### src/rtl/spi_master.sv
// rtl/spi_master.sv - single-word mode-0 SPI master with optional burst chip-select hold
module spi_master #(
  parameter int DATA_WIDTH = 8,
  parameter int CLK_DIV    = 4
) (
  input  logic                  clk,
  input  logic                  reset,
  input  logic                  start,
  input  logic                  keep_cs,
  input  logic                  end_burst,
  input  logic [DATA_WIDTH-1:0] data_to_send,
  output logic                  busy,
  output logic                  done,
  output logic [DATA_WIDTH-1:0] data_received,
  output logic                  cs,
  output logic                  sck,
  output logic                  mosi,
  input  logic                  miso
);

  localparam int HW = (CLK_DIV > 2) ? $clog2(CLK_DIV) : 1;
  localparam int BW = $clog2(DATA_WIDTH);
  localparam logic [HW-1:0] HC_MAX  = HW'(CLK_DIV - 1);
  localparam logic [BW-1:0] BIT_MAX = BW'(DATA_WIDTH - 1);

  typedef enum logic [2:0] {IDLE, SETUP, SHIFT, HOLD, CHAIN} state_t;

  state_t                state, state_n;
  logic [HW-1:0]         hc, hc_n, hc_step;
  logic [BW-1:0]         bit_cnt, bit_n;
  logic [DATA_WIDTH-1:0] tx_sr, tx_n, rx_sr, rx_n, drx_nxt;
  logic                  keep_r, keep_n;
  logic                  cs_nxt, sck_nxt, mosi_nxt, busy_nxt, done_nxt;
  logic                  miso_s1, miso_s2;
  logic                  hc_last, load;

  assign hc_last = (hc == HC_MAX);
  assign hc_step = hc_last ? '0 : hc + HW'(1);
  assign load    = start && ((state == IDLE) || (state == CHAIN));

  always_comb begin
    state_n  = state;
    hc_n     = '0;
    bit_n    = bit_cnt;
    tx_n     = tx_sr;
    rx_n     = rx_sr;
    keep_n   = keep_r;
    cs_nxt   = cs;
    sck_nxt  = sck;
    mosi_nxt = mosi;
    busy_nxt = busy;
    done_nxt = 1'b0;
    drx_nxt  = data_received;
    case (state)
      IDLE: begin
        cs_nxt   = 1'b1;
        sck_nxt  = 1'b0;
        mosi_nxt = 1'b0;
        busy_nxt = 1'b0;
      end
      SETUP: begin
        hc_n = hc_step;
        if (hc_last) begin
          sck_nxt = 1'b1;
          state_n = SHIFT;
        end
      end
      SHIFT: begin
        hc_n = hc_step;
        if (hc_last) begin
          if (sck) begin
            // Capturing at the end of the high phase cancels the synchroniser
            // latency, so rx holds the miso level present at the sck rise.
            sck_nxt = 1'b0;
            rx_n    = {rx_sr[DATA_WIDTH-2:0], miso_s2};
            if (bit_cnt != BIT_MAX) begin
              mosi_nxt = tx_sr[DATA_WIDTH-1];
              tx_n     = tx_sr << 1;
            end
          end else if (bit_cnt == BIT_MAX) begin
            done_nxt = 1'b1;
            drx_nxt  = rx_sr;
            mosi_nxt = 1'b0;
            state_n  = HOLD;
          end else begin
            sck_nxt = 1'b1;
            bit_n   = bit_cnt + BW'(1);
          end
        end
      end
      HOLD: begin
        hc_n = hc_step;
        if (hc_last) begin
          busy_nxt = 1'b0;
          if (keep_r) begin
            state_n = CHAIN;
          end else begin
            cs_nxt  = 1'b1;
            state_n = IDLE;
          end
        end
      end
      CHAIN: begin
        cs_nxt   = 1'b0;
        sck_nxt  = 1'b0;
        mosi_nxt = 1'b0;
        busy_nxt = 1'b0;
        if (!start && end_burst) begin
          cs_nxt  = 1'b1;
          state_n = IDLE;
        end
      end
      default: state_n = IDLE;
    endcase
    // A start in CHAIN takes priority over end_burst and keeps cs low.
    if (load) begin
      tx_n     = {data_to_send[DATA_WIDTH-2:0], 1'b0};
      keep_n   = keep_cs;
      cs_nxt   = 1'b0;
      mosi_nxt = data_to_send[DATA_WIDTH-1];
      busy_nxt = 1'b1;
      bit_n    = '0;
      hc_n     = '0;
      state_n  = SETUP;
    end
  end

  always_ff @(posedge clk or negedge reset) begin
    if (!reset) begin
      state <= IDLE;
    end else begin
      state <= state_n;
    end
  end

  always_ff @(posedge clk or negedge reset) begin
    if (!reset) begin
      hc            <= '0;
      bit_cnt       <= '0;
      tx_sr         <= '0;
      rx_sr         <= '0;
      keep_r        <= 1'b0;
      cs            <= 1'b1;
      sck           <= 1'b0;
      mosi          <= 1'b0;
      busy          <= 1'b0;
      done          <= 1'b0;
      data_received <= '0;
      miso_s1       <= 1'b0;
      miso_s2       <= 1'b0;
    end else begin
      hc            <= hc_n;
      bit_cnt       <= bit_n;
      tx_sr         <= tx_n;
      rx_sr         <= rx_n;
      keep_r        <= keep_n;
      cs            <= cs_nxt;
      sck           <= sck_nxt;
      mosi          <= mosi_nxt;
      busy          <= busy_nxt;
      done          <= done_nxt;
      data_received <= drx_nxt;
      miso_s1       <= miso;
      miso_s2       <= miso_s1;
    end
  end

endmodule
### config.mk
export PLATFORM = sky130hd
export DESIGN_NAME = spi_master
export DESIGN_NICKNAME = d
export VERILOG_FILES = /design/src/rtl/spi_master.sv
export SDC_FILE = /design/constraint.sdc
export NUM_CORES = 1
export LEC_CHECK = 0
export ABC_CLOCK_PERIOD_IN_PS = 1630
export CAP_MARGIN = 20
export CORE_ASPECT_RATIO = 0.8
export CORE_MARGIN = 3
export CORE_UTILIZATION = 47
export DETAILED_ROUTE_END_ITERATION = 8
export PLACE_DENSITY = 0.74
export SKIP_LAST_GASP = 1
export SLEW_MARGIN = 10
export SYNTH_ARGS = -nofsm -noshare
export SYNTH_HDL_FRONTEND = slang
export SYNTH_SLANG_ARGS = --single-unit
### constraint.sdc
create_clock -name clk -period 1.63 [get_ports clk]
set_clock_uncertainty 0.1 [all_clocks]
set_input_delay 0.163 -clock clk [delete_from_list [all_inputs] [get_ports clk]]
set_output_delay 0.163 -clock clk [all_outputs]
set_load 0.01 [all_outputs]
Word level (Yosys, flattened, before mapping)

Index checks and enable logic that the tools add are counted.

Register bits after elaboration: 40
Input port bits: 14
Output and inout bits: 13

Add/sub/neg operators: 2
Equality and inequality tests: 21
Muxes and demuxes: 45
Bitwise operators: 1
Reductions and logical operators: 24

Operators by type and width:

| operator                                                                | number |
|---|---|
| 8-bit 2-to-1 mux                                                        | 5 |
| 3-bit 2-to-1 mux                                                        | 13 |
| 3-bit inequality test, second input constant                            | 7 |
| 1-bit 2-to-1 mux                                                        | 19 |
| 4-bit AND reduction                                                     | 4 |
| 3-bit one-hot mux with 5 select lines                                   | 1 |
| 3-bit AND reduction                                                     | 3 |
| 3-bit nonzero test                                                      | 3 |
| 2-bit inequality test, second input constant                            | 4 |
| 4-bit inequality test, second input constant                            | 2 |
| 2-bit nonzero test                                                      | 4 |
| 7-bit AND reduction                                                     | 1 |
| 3-bit by 2-bit == test with 1-bit output, second input constant         | 2 |
| 3-bit == test, second input constant                                    | 2 |
| 2-bit 2-to-1 mux                                                        | 3 |
| 1-bit one-hot mux with 3 select lines                                   | 2 |
| 1-bit one-hot mux with 2 select lines                                   | 2 |
| 4-bit nonzero test                                                      | 1 |
| 3-bit by 1-bit adder with 3-bit output, second input constant           | 1 |
| 3-bit by 1-bit == test with 1-bit output, second input constant         | 1 |
| 3-bit zero test                                                         | 1 |
| 3-bit by 2-bit inequality test with 1-bit output, second input constant | 1 |
| 3-bit OR reduction                                                      | 1 |
| 2-bit by 1-bit adder with 2-bit output, second input constant           | 1 |
| other kinds (8)                                                         | 9 |

Depth between registers and ports, before layout

Gate-level depths: netlist (run 1).

Depth in word-level cells: 6
Depth in mapped cells: 7

Worst setup path before layout (run 1)

OpenSTA, ideal clock, no wires.

Path kind: register to register
Start: register bit_cnt[0]
End: register mosi
Setup time: 125 ps
Data arrival time: 1482 ps
Required time: 1405 ps
Setup slack: -76 ps
Cell stages (with the launch flop): 7
Period minus slack after synthesis: 1706 ps
Path through: dfrtp_1 > ha_1 > ha_1 > xor2_1 > nand2_1 > a21oi_1 > mux2_2

Cells in the longest elaborated chain, start to end: 3
Elaborated cells on any way between the ends: 5
Classes of those cells: eq/ne: 4; reduce/logical: 1

Ends and longest elaborated chain:

| what                                                          | line   | RTL |
|---|---|---|
| start: declaration                                            | 30     | `logic [BW-1:0] bit_cnt, bit_n;` |
| start signal: assignment                                      | 153    | `bit_cnt <= bit_n;` |
| 3-bit inequality test / 3-bit == test (equally long branches) | 76, 80 |  |
| 4-bit inequality test (no source line)                        | --     |  |
| 4-bit AND reduction (no source line) (*)                      | --     |  |
| end signal: assignment                                        | 159    | `mosi <= mosi_nxt;` |
| end: declaration                                              | 17     | `output logic mosi,` |

Mark *: on every way between the ends. The rest lies on a longest branch, timed or not.
A chain may end at the register's enable or synchronous reset.

Worst setup path after layout (run 1)

Start: register hc[0]
End: register tx_sr[5]

Cells in the longest elaborated chain, start to end: 3

Ends and longest elaborated chain:

| what                                 | line | RTL |
|---|---|---|
| start: declaration                   | 29   | `logic [HW-1:0] hc, hc_n, hc_step;` |
| start signal: assignment             | 152  | `hc <= hc_n;` |
| 2-bit == test                        | 37   | `assign hc_last = (hc == HC_MAX);` |
| 2-bit nonzero test (no source line)  | --   |  |
| 4-bit AND reduction (no source line) | --   |  |
| end signal: assignment               | 154  | `tx_sr <= tx_n;` |
| end: declaration                     | 31   | `logic [DATA_WIDTH-1:0] tx_sr, tx_n, rx_sr, rx_n, drx_nxt;` |

No other way between the ends.

==> results.md, run 1 <==
- Dividing the detail-routed via count by the number of cells gives between 5 and 6.
- Measured along the x axis, the die boundary spans 72.80 um.
- The congestion estimate from routability-driven global placement came to a little over 0.8.
- The total negative slack is -0.2175 ns.
- Across all setup checks in the final design, the least slack found is -0.03350 ns.
- The maximum number of pins on one net before global-route repair is 21.
- The met3 wire length is 129 um.
- Setup violations remaining at the end of the flow were counted as 18.
- Summing over every cut layer, the via total after detailed routing is about 1.2k.
- The stage delay of the slowest cell on the critical path is 0.41 ns.
- The number of clock buffers added by TritonCTS is 5.
- The die covers 0.004327 mm2.
- The static leakage power is between 1 and 1.5 nW.
- During synthesis, Yosys emitted a total of 0 warnings.
- TritonCTS built the clock tree.
- The critical path goes through ha_4 -> nor4bb_4 -> buf_4 -> nand3b_1 -> buf_6 -> mux2i_1 -> a21oi_1.
- The flop and latch count out of synthesis is 39.
- The worst-skew pair later-pin latency is 0.27 ns.
- The synthesized cell area is around 0.0017 mm2.
- The master cell of the clock root buffer is clkbuf_8.
- The most common cell after layout, fill and taps aside is dfrtp_1.
- The detail route stage leaves a number of antenna-violating nets equal to 0.
- Clock-pin slew was measured on the worst setup and hold paths at 0.07 ns.
- The number of pins exceeding their max-slew limit in the final report is 0.
- The count of standard-cell rows is 18.
- The period utilization is 102.1%.
- The highest metal layer carrying signal wires in the routed design is met3.
- The nature of the critical path startpoint is a flop.
- For the pin with the worst max-slew slack, the measured transition is roughly 0.47 ns.
- The number of input and output port buffers inserted is 26.
- The worst setup path is captured at a flop.
- The area growth from synthesis to layout is 32.89%.
- The sequential cell area fraction in the yosys report is approximately 58%.
- The number of violations reported at the end of detailed-routing iteration 0 is 64.
- Data arrives at the worst endpoint at around 1.7 ns.
- The y dimension of the die is just under 60 um.
- The final reports fail on setup timing.
- Dividing total power by cell area gives a power density of approximately 1400 mW/mm2.
- The wire length of the first global-routing pass is roughly 5400 um.
- Excluding fillers, the count of instances in the completed layout stands at roughly 220.
- Once the floorplan was initialized, standard cells occupied 51.74% of the core.
- The source of the worst register-to-register timing path is hc[0].
- The repair_antennas step left the layout with diodes totalling 0.
- The core region is ~0.0032 mm2.
- The normalized max-slew margin is 68.43%.
- The average wire per standard cell is between 10 and 15 um.
- The required time reported for the critical path endpoint is around 1.7 ns.
- For this design the top-level I/O count stands at 27.
- Setup repair after global routing could not meet its margin everywhere.
- The total of fill cells in the finished design is 242.
- The final number of hold-violating endpoints is 0.
- Once layout is complete, the utilization of the core stands at ~69%.
- CTS saw 39 sinks.
- The minimum clock period is 1.664 ns.
- The biggest fanout along the worst timing path is 7.
- The final layout contains routed wiring with a total length of roughly 3300 um.
- The routed length on met1 is about 1500 um.
- At the placement stage, the worst setup path has a slack of -0.1340 ns.
- The synthesized netlist net count is 157.
- The worst-case clock buffer depth is 2.
- In this run the number of H-tree levels came out at 2.
- The number of search-and-repair iterations in the first detailed-routing pass is 4.
- Measured in cells, the most critical reg-to-reg path has a length of 7.
- Global routing finished with a remaining overflow of 0.
- The fraction of layout cells with a size suffix above 1 is approximately a quarter.
- VDD sags by at most ~0.89 mV.
- The worst setup path is of the reg -> reg kind.
- The count of mapped cells out of synthesis is 140.
- Static timing analysis puts the maximum clock frequency at between 600 and 700 MHz.
- The number of different library cells used by synthesis comes to 32.
- The number of cells on the worst hold path is 1.
- The total length of routed met2 wires is between 1500 and 2000 um.
- In the layout the commonest cells are dfrtp_1, clkdlybuf4s50_1, nand2_1, mux2_2, buf_4.
- Global routing used between 15 and 20% of the available tracks.
- The most critical setup path has its startpoint at hc[0].
- The sum of buffers and inverters on the critical path is 2.
- Summed over all nets, the half-perimeter wirelength after detailed placement is 2292 um.
- In the routed design, unresolved DRC markers number 0.
- The number of global-route vias before repair was around 1.2k.
- For this design, the slowest cell found on the critical path is dfrtp_1.
- The max-capacitance violation count is 0.
- The cell type group with the largest total delay on the critical path is flip-flops.
- The flow ran to the end, but the final reports show violations.
- The number of stages on the worst setup path is 7.
- The worst hold path belongs to the class in -> reg.
- Including well taps, the total number of placed cells is between 200 and 250.
- The average instance area after synthesis is between 10 and 15 um2.
- The number of nets in the finished design is 200.
- The startpoint of the lowest-slack hold path is miso.
- The initial antenna violation count came to 0.
==> sequential cells by signal, indices dropped and copies added, names as in the netlist <==
register       cells
bit_cnt            3
busy               1
cs                 1
data_received      8
done               1
hc                 2
keep_r             1
miso_s1            1
miso_s2            1
mosi               1
rx_sr              8
sck                1
state              3
tx_sr              7
==> through the flow <==
stage	hold WS, ns	power [mW]	cell area [um2]
finish	0.2177	3.066	2230
global route	0.2234	3.281	2230
CTS	0.2144	3.021	2196
detailed placement	0.05089	2.363	2073
global placement	0.02340	2.307	2073
floorplan	-0.2326	1.960	1693
==> worst paths after layout <==
path | to | slack [ns]
setup / recovery | tx_sr[5] | -0.03
hold / removal | miso_s1 | 0.22
setup reg to reg | tx_sr[5] | -0.03
hold reg to reg | miso_s2 | 0.25
max in group asynchronous | cs | 0.61
min in group asynchronous | data_received[1] | 0.27
==> where the power goes <==
part / leakage, nW / total (mW) / internal (mW) / switching, mW
sequential: 0.499 / 1.42 / 1.22 / 0.197
clock: 0.0395 / 0.602 / 0.304 / 0.298
combinational: 0.561 / 1.05 / 0.573 / 0.473
==> synthesized netlist by cell type <==
cell	count	area, um2
mux2_1	2	22.52
nor2b_1	4	25.02
buf_2	1	5.000
nor2_1	11	41.29
nand3b_1	1	7.510
ha_1	3	37.54
and2_1	1	6.260
mux2_2	15	168.9
nand3b_4	1	20.02
buf_4	1	7.510
nor3_1	2	10.01
clkbuf_1	3	11.26
nor4bb_1	1	10.01
buf_6	1	11.26
o31a_1	1	8.760
o21ai_0	2	10.01
nor3b_1	2	15.01
nand2_1	17	63.81
a221o_1	1	10.01
dfstp_2	1	26.28
a21oi_1	10	50.05
inv_1	2	7.510
mux2i_1	6	60.06
dfrtp_1	38	950.9
nand2_2	1	6.260
o22ai_1	1	6.260
o21bai_1	1	7.510
a221oi_1	1	8.760
and4b_1	1	10.01
nand3_1	4	20.02
nor4_1	1	6.260
xor2_1	3	26.28
==> metal layers <==
layer | global-route usage, % | vias up
li1 | - | 566
met1 | 22.30 | 575
met2 | 27.12 | 28
met3 | 5.085 | 0
met4 | 1.842 | 0
met5 | 0 | -
==> repair_timing <==
item                                    CTS  global route
gates cloned                              0             0
gates resized for setup                   6             6
hold buffers                              1             0
hold endpoints to repair                 19             0
setup buffers                             1             1
pin swaps                                11             3
endpoints found under the setup margin   25            32
==> kinds of logic after synthesis <==
family / Yosys count / synth area share, %
buffers and inverters: 8 / 2.535
adder cells (fa/ha/maj): 3 / 2.237
AND/OR/NAND/NOR: 47 / 14.39
flip-flops: 39 / 58.24
AO/OA/AOI/OAI: 17 / 6.041
XOR/XNOR: 3 / 1.566
multiplexers: 23 / 14.99
==> area by class of cell <==
cell class,instances,area [um2],share of cell area (%)
Multi-Input combinational cell,93,713.2,31.99
Inverter,2,7.507,0.3367
Timing Repair Buffer,42,400.4,17.96
Tap cell,40,50.05,2.245
Clock buffer,8,80.08,3.591
Sequential cell,39,978.4,43.88
==> worst register-to-register path: cells and delay by family (launching register included) <==
| kind | cells | cell delay (ns) |
|---|---|---|
| buffers and inverters | 2 | 0.31 |
| and+or+nand+nor | 2 | 0.25 |
| adders and majority gates | 1 | 0.17 |
| DFF | 1 | 0.41 |
| muxes | 1 | 0.21 |
| AOI/OAI and AO/OA | 1 | 0.08 |
No activity file was read; power rests on OpenSTA's default activity.
==> run 2: changes to the inputs <==
--- a/config.mk
+++ b/config.mk
@@ -6,7 +6,7 @@
 export NUM_CORES = 1
 export LEC_CHECK = 0
 export ABC_CLOCK_PERIOD_IN_PS = 1630
-export CAP_MARGIN = 20
+export CAP_MARGIN = 15
 export CORE_ASPECT_RATIO = 0.8
 export CORE_MARGIN = 3
 export CORE_UTILIZATION = 47
==> results of run 2 <==
No change in the layout: final DEF, timing and power equal those of run 1.
